### src/rtl/btn_debounce_pkg.sv
// Shared types for the button debouncer: per-channel FSM state encoding.
// Synchronizer depth follows BTN_DEBOUNCE_SYNC_EN (2 flops when defined, else 1).
package btn_debounce_pkg;

    typedef enum logic [1:0] {
        ST_LOW       = 2'b00,
        ST_WAIT_HIGH = 2'b01,
        ST_HIGH      = 2'b10,
        ST_WAIT_LOW  = 2'b11
    } btn_state_t;

`ifdef BTN_DEBOUNCE_SYNC_EN
    localparam int SYNC_STAGES = 2;
`else
    localparam int SYNC_STAGES = 1;
`endif

    function automatic logic is_high(input btn_state_t st);
        return (st == ST_HIGH) || (st == ST_WAIT_LOW);
    endfunction

endpackage

### src/rtl/btn_debounce_ch.sv
// One debounce channel: input sampler, stability counter, FSM, edge pulses.
// BTN_DEBOUNCE_SYNC_EN selects a 2-flop synchronizer instead of one register.
module btn_debounce_ch
    import btn_debounce_pkg::*;
#(
    parameter int NB_DBC     = 20,
    parameter int DBC_CYCLES = 1000000
) (
    input  logic clock,
    input  logic i_reset,
    input  logic i_btn,
    output logic o_btn,
    output logic o_btn_rise,
    output logic o_btn_fall
);

    localparam logic [NB_DBC-1:0] CNT_LAST = NB_DBC'(DBC_CYCLES - 1);
    localparam logic [NB_DBC-1:0] CNT_ONE  = NB_DBC'(1);

    btn_state_t        state_q, state_d;
    logic [NB_DBC-1:0] cnt_q, cnt_d;
    logic              s;
    logic              btn_d, rise_d, fall_d;

`ifdef BTN_DEBOUNCE_SYNC_EN
    logic [1:0] sync_q;

    always_ff @(posedge clock or negedge i_reset) begin
        if (!i_reset) sync_q <= '0;
        else          sync_q <= {sync_q[0], i_btn};
    end

    assign s = sync_q[1];
`else
    logic sync_q;

    always_ff @(posedge clock or negedge i_reset) begin
        if (!i_reset) sync_q <= 1'b0;
        else          sync_q <= i_btn;
    end

    assign s = sync_q;
`endif

    always_ff @(posedge clock or negedge i_reset) begin
        if (!i_reset) begin
            state_q    <= ST_LOW;
            cnt_q      <= '0;
            o_btn      <= 1'b0;
            o_btn_rise <= 1'b0;
            o_btn_fall <= 1'b0;
        end else begin
            state_q    <= state_d;
            cnt_q      <= cnt_d;
            o_btn      <= btn_d;
            o_btn_rise <= rise_d;
            o_btn_fall <= fall_d;
        end
    end

    // The counter holds the number of consecutive opposite samples seen.
    always_comb begin
        state_d = state_q;
        cnt_d   = cnt_q;
        unique case (state_q)
            ST_LOW: begin
                if (s) begin
                    state_d = ST_WAIT_HIGH;
                    cnt_d   = CNT_ONE;
                end
            end
            ST_WAIT_HIGH: begin
                if (!s) begin
                    state_d = ST_LOW;
                    cnt_d   = '0;
                end else if (cnt_q == CNT_LAST) begin
                    state_d = ST_HIGH;
                    cnt_d   = '0;
                end else begin
                    cnt_d = cnt_q + CNT_ONE;
                end
            end
            ST_HIGH: begin
                if (!s) begin
                    state_d = ST_WAIT_LOW;
                    cnt_d   = CNT_ONE;
                end
            end
            ST_WAIT_LOW: begin
                if (s) begin
                    state_d = ST_HIGH;
                    cnt_d   = '0;
                end else if (cnt_q == CNT_LAST) begin
                    state_d = ST_LOW;
                    cnt_d   = '0;
                end else begin
                    cnt_d = cnt_q + CNT_ONE;
                end
            end
            default: begin
                state_d = ST_LOW;
                cnt_d   = '0;
            end
        endcase
    end

    always_comb begin
        btn_d  = is_high(state_d);
        rise_d = btn_d && !is_high(state_q);
        fall_d = !btn_d && is_high(state_q);
    end

endmodule

### src/rtl/btn_debounce.sv
// Multi-channel button debouncer: NB_BUTTONS independent btn_debounce_ch.
// BTN_DEBOUNCE_SYNC_EN enables 2-flop input synchronizers in every channel.
module btn_debounce
    import btn_debounce_pkg::*;
#(
    parameter int NB_BUTTONS = 4,
    parameter int NB_DBC     = 20,
    parameter int DBC_CYCLES = 1000000
) (
    input  logic                  clock,
    input  logic                  i_reset,
    input  logic [NB_BUTTONS-1:0] i_btn,
    output logic [NB_BUTTONS-1:0] o_btn,
    output logic [NB_BUTTONS-1:0] o_btn_rise,
    output logic [NB_BUTTONS-1:0] o_btn_fall
);

    for (genvar g = 0; g < NB_BUTTONS; g++) begin : g_ch
        btn_debounce_ch #(
            .NB_DBC     (NB_DBC),
            .DBC_CYCLES (DBC_CYCLES)
        ) u_ch (
            .clock      (clock),
            .i_reset    (i_reset),
            .i_btn      (i_btn[g]),
            .o_btn      (o_btn[g]),
            .o_btn_rise (o_btn_rise[g]),
            .o_btn_fall (o_btn_fall[g])
        );
    end

endmodule

### config.mk
export PLATFORM = sky130hd
export DESIGN_NAME = btn_debounce
export DESIGN_NICKNAME = d
export VERILOG_FILES = /design/src/rtl/btn_debounce_pkg.sv /design/src/rtl/btn_debounce_ch.sv /design/src/rtl/btn_debounce.sv
export SDC_FILE = /design/constraint.sdc
export NUM_CORES = 1
export LEC_CHECK = 0
export ABC_AREA = 1
export BUFFER_PORTS_ARGS = -buffer_cell sky130_fd_sc_hd__buf_2
export CORE_MARGIN = 2
export CORE_UTILIZATION = 40
export DETAILED_ROUTE_END_ITERATION = 7
export PLACE_DENSITY = 0.62
export SLEW_MARGIN = 20
export SYNTH_ARGS = -nofsm -noshare
export SYNTH_HDL_FRONTEND = slang
export SYNTH_SLANG_ARGS = --single-unit
### constraint.sdc
create_clock -name clock -period 1.9 [get_ports clock]
set_input_delay 0.095 -clock clock [delete_from_list [all_inputs] [get_ports clock]]
set_output_delay 0.095 -clock clock [all_outputs]
set_load 0.01 [all_outputs]
==> run_results.csv <==
group,metric,value,unit
sta,worstMarginPinSlew,484.2,ps
power_and_ir_drop,p_int,0.003279,W
logic_synthesis,yosysTopAreaCellShare,0.4298,
logic_synthesis,ys_warn_count,0,
routing,vias,4791,
logic_synthesis,synth.largest_area_cell,"dfrtp_1",
clock_network,cts_tree,"yes",
finish,antennaDiodeCount,0,
sta,max_freq,0.5877,GHz
critical_path,timing.rr.start,"g_ch[3].u_ch.cnt_q[0]$_DFFE_PN0P_",
power_and_ir_drop,vdd.ir_drop.worst,0.7802,mV
logic_synthesis,synthTopCellsByCount,"213 x nand2_1, 104 x dfrtp_1, 94 x inv_1",
sta,rsz0062_at_grt,"no",
grt,grt_usage,0.1603,
critical_path,cp-start-kind,"register",
clock_network,cts_sinks,104,
floorplanning,row_count,44,
clock_network,clock_latency,350,ps
routing,drt_iter0_drc,312,
finish,regArea,2603,sq um
clock_network,numCtsBuffers,9,
sta,post-route-min-period,1701,ps
critical_path,critPathCaptureType,"register",
routing,drt-vias-per-instance,4.859,
clock_network,post_cts_buffers,0,
clock_network,max-clock-path-buffers,2,
power_and_ir_drop,p_per_area,655.6,nW/um^2
sta,maxSlewViolCount,0,
grt,grt_pass1_vias,4544,
sta,finalSetupViolations,0,
grt,grt_max_degree,47,
power_and_ir_drop,p_seq_frac,0.525,
routing,wl_met2,5365,um
min_path,hp-class,"in -> async",
placed_design,portBuffers,17,
floorplanning,die_h,127.0,um
critical_path,r2r_setup_slack,200,ps
placed_design,place_inst,965,
routing,drt_pass1_iterations,5,
critical_path,path_common_cell,"nand3_2",
grt,grt_overflow_total,0,
logic_synthesis,syn_avg_cell_area,7.812,sq um
clock_network,clkTransAtPathRegs,70,ps
placed_design,dpl.hpwl,8630,um
critical_path,arrival,1960,ps
finish,drive_above_1_share,0.1347,
power_and_ir_drop,clock_power_share,0.415,
logic_synthesis,ys_seq_area_frac,0.4298,
logic_synthesis,synth-async-reset-ratio,1.000,
sta,finalHoldViolations,0,
finish,fill_cells,1449,
power_and_ir_drop,p_leak,2.971,nW
run_status,status,"completed",
sta,holdWs,204.3,ps
sta,relSlewSlack,0.6769,
routing,top_layer_used,"met4",
critical_path,critPathMaxStageDelay,430,ps
finish,fin_cells,986,
floorplanning,initial_utilization,0.4134,
logic_synthesis,synthCells,775,
floorplanning,ios,18,
critical_path,r2r_cells,8,
critical_path,worstReg2RegEnd,"g_ch[3].u_ch.cnt_q[6]$_DFFE_PN0P_",
sta,skew,7.957,ps
placed_design,gp_congestion,0.8601,
finish,utilization,0.4537,
critical_path,slowest_stage,"dfrtp_1",
logic_synthesis,ys_ff_latch,104,
routing,routed_wl,11900,um
logic_synthesis,yosys.cell_count.top_type,"nand2_1",
critical_path,worstPathRequired,2160,ps
run,cap_violations,0,
power_and_ir_drop,power_frac_comb,0.060,
logic_synthesis,syn-cell-area,6055,sq um
finish,syn_to_final_growth,9.733,%
logic_synthesis,ys_types,39,
logic_synthesis,synth_edf_count,0,
clock_network,htree_levels,3,
routing,ant_nets,0,
logic_synthesis,synth_area_leaders,"dfrtp_1 43%, nand2_1 13%, nand3_1 6.0%, inv_1 5.8%, xor2_1 4.6%",
floorplanning,fp.dieW,127.0,um
routing,post-route-drc-count,0,
critical_path,crit_chain,"ha_1, nand3_2, inv_2, nand3_2, nor2_4, nor2_2, nand3_1, o21ai_0",
logic_synthesis,synth_ff_type,"dfrtp_1",
sta,period_share,0.8955,
grt,grt_pass1_wl,21180,um
routing,met1_length,5909,um
critical_path,worstPathMaxFanout,9,
critical_path,setup.worst_path.class,"reg -> reg",
routing,met3_length,473,um
finish,fin_nets,807,
power_and_ir_drop,switchingPower,0.001077,W
clock_network,clockRootBuffer,"clkbuf_16",
grt,antenna_found_initial,0,
logic_synthesis,syn_nets,785,
floorplanning,core_area,14640,sq um
finish,multi_input_area,2934,sq um
power_and_ir_drop,swShare,0.2472,
sta,fin_tns_setup,0,ps
floorplanning,die-area,16140,sq um
routing,routedWlPerCell,12.07,um
-- cell usage in the layout (no fill, tap or decap), types with 8 or more instances in the layout --
master / n
nor2_1: 64
o21ai_2: 8
nand2_2: 12
o21ai_1: 10
o21ai_0: 27
clkbuf_16: 9
xor2_1: 32
nand4_1: 12
a21oi_1: 8
dfrtp_1: 104
nand3_1: 72
buf_2: 16
nand2_1: 213
nor2_2: 13
inv_1: 94
nor3_1: 17
o22ai_1: 15
nor2_4: 10
-- registers in the layout, summed over array words and instances (netlist names) --
signal / count
g_ch.u_ch.cnt_q: 80
g_ch.u_ch.state_q: 8
g_ch.u_ch.o_btn: 4
g_ch.u_ch.o_btn_fall: 4
g_ch.u_ch.o_btn_rise: 4
g_ch.u_ch.s: 4
-- final cells by class --
type                            instances  area share
Multi-Input combinational cell        554      0.4416
Sequential cell                       104      0.3917
Inverter                               99     0.05593
Clock buffer                           10     0.03597
Tap cell                              184     0.03465
Timing Repair Buffer                   29     0.03239
Clock inverter                          6    0.007721
-- logic make-up (layout without fill, tap and decap cells) --
group	after synthesis	count (layout)	share of synthesized area
compound gates	82	82	0.08866
xor+xnor	36	36	0.05208
fa+ha+maj	4	4	0.008267
buf+inv	117	144	0.08556
flops	104	104	0.4298
simple gates	432	432	0.3356
-- power groups by stage --
stage | clock, W | sequential, W | combinational (W)
5_1_grt | 0.00195 | 0.00229 | 0.000303
2_1_floorplan | 0 | 0.00233 | 0.000155
6_report | 0.00181 | 0.00229 | 0.000260
3_3_place_gp | 0 | 0.00233 | 0.000260
3_5_place_dp | 0 | 0.00233 | 0.000259
4_1_cts | 0.00186 | 0.00229 | 0.000267
-- metal layers --
layer  up-vias  global-route usage
li1       2523                   -
met2        74              0.2498
met3        10             0.04104
met5         -                   0
met1      2184              0.2237
met4         0             0.04331
-- worst max-delay path: cells and delay by family (launching register included) --
family	cells	cell delay, ps
and+or+nand+nor	5	750
DFF	1	430
adders and majority gates	1	250
AOI/OAI and AO/OA	1	110
buffers and inverters	1	70
-- repair_timing --
item | 4_1_cts | 5_1_grt
hold endpoints to repair | 27 | 0
resized for setup | 0 | 0
hold buffers | 5 | 0
-- how the worst max path moves through the flow --
stage	start	endpoint	slack [ps]	depth (start not counted)
after floorplan	g_ch[2].u_ch.cnt_q[0]$_DFFE_PN0P_	g_ch[2].u_ch.cnt_q[8]$_DFFE_PN0P_	410	7
after CTS	g_ch[3].u_ch.cnt_q[0]$_DFFE_PN0P_	g_ch[3].u_ch.cnt_q[17]$_DFFE_PN0P_	180	8
after detailed placement	g_ch[3].u_ch.cnt_q[0]$_DFFE_PN0P_	g_ch[3].u_ch.cnt_q[17]$_DFFE_PN0P_	200	8
after global routing	g_ch[0].u_ch.state_q[1]$_DFF_PN0_	g_ch[0].u_ch.cnt_q[4]$_DFFE_PN0P_	20	7
after global placement	g_ch[1].u_ch.cnt_q[0]$_DFFE_PN0P_	g_ch[1].u_ch.cnt_q[9]$_DFFE_PN0P_	250	7
final	g_ch[3].u_ch.cnt_q[0]$_DFFE_PN0P_	g_ch[3].u_ch.cnt_q[6]$_DFFE_PN0P_	200	8
-- per-stage QoR --
step                      power (W)  cell area (sq um)  worst slack (ps)
after floorplan            0.002482               6055             410.9
after global placement     0.002590               6304             252.1
after detailed placement   0.002590               6304             204.5
after CTS                  0.004418               6644             181.3
after global routing       0.004551               6644             15.22
final                      0.004356               6644             198.5
Power figures use the tool's default switching activity.
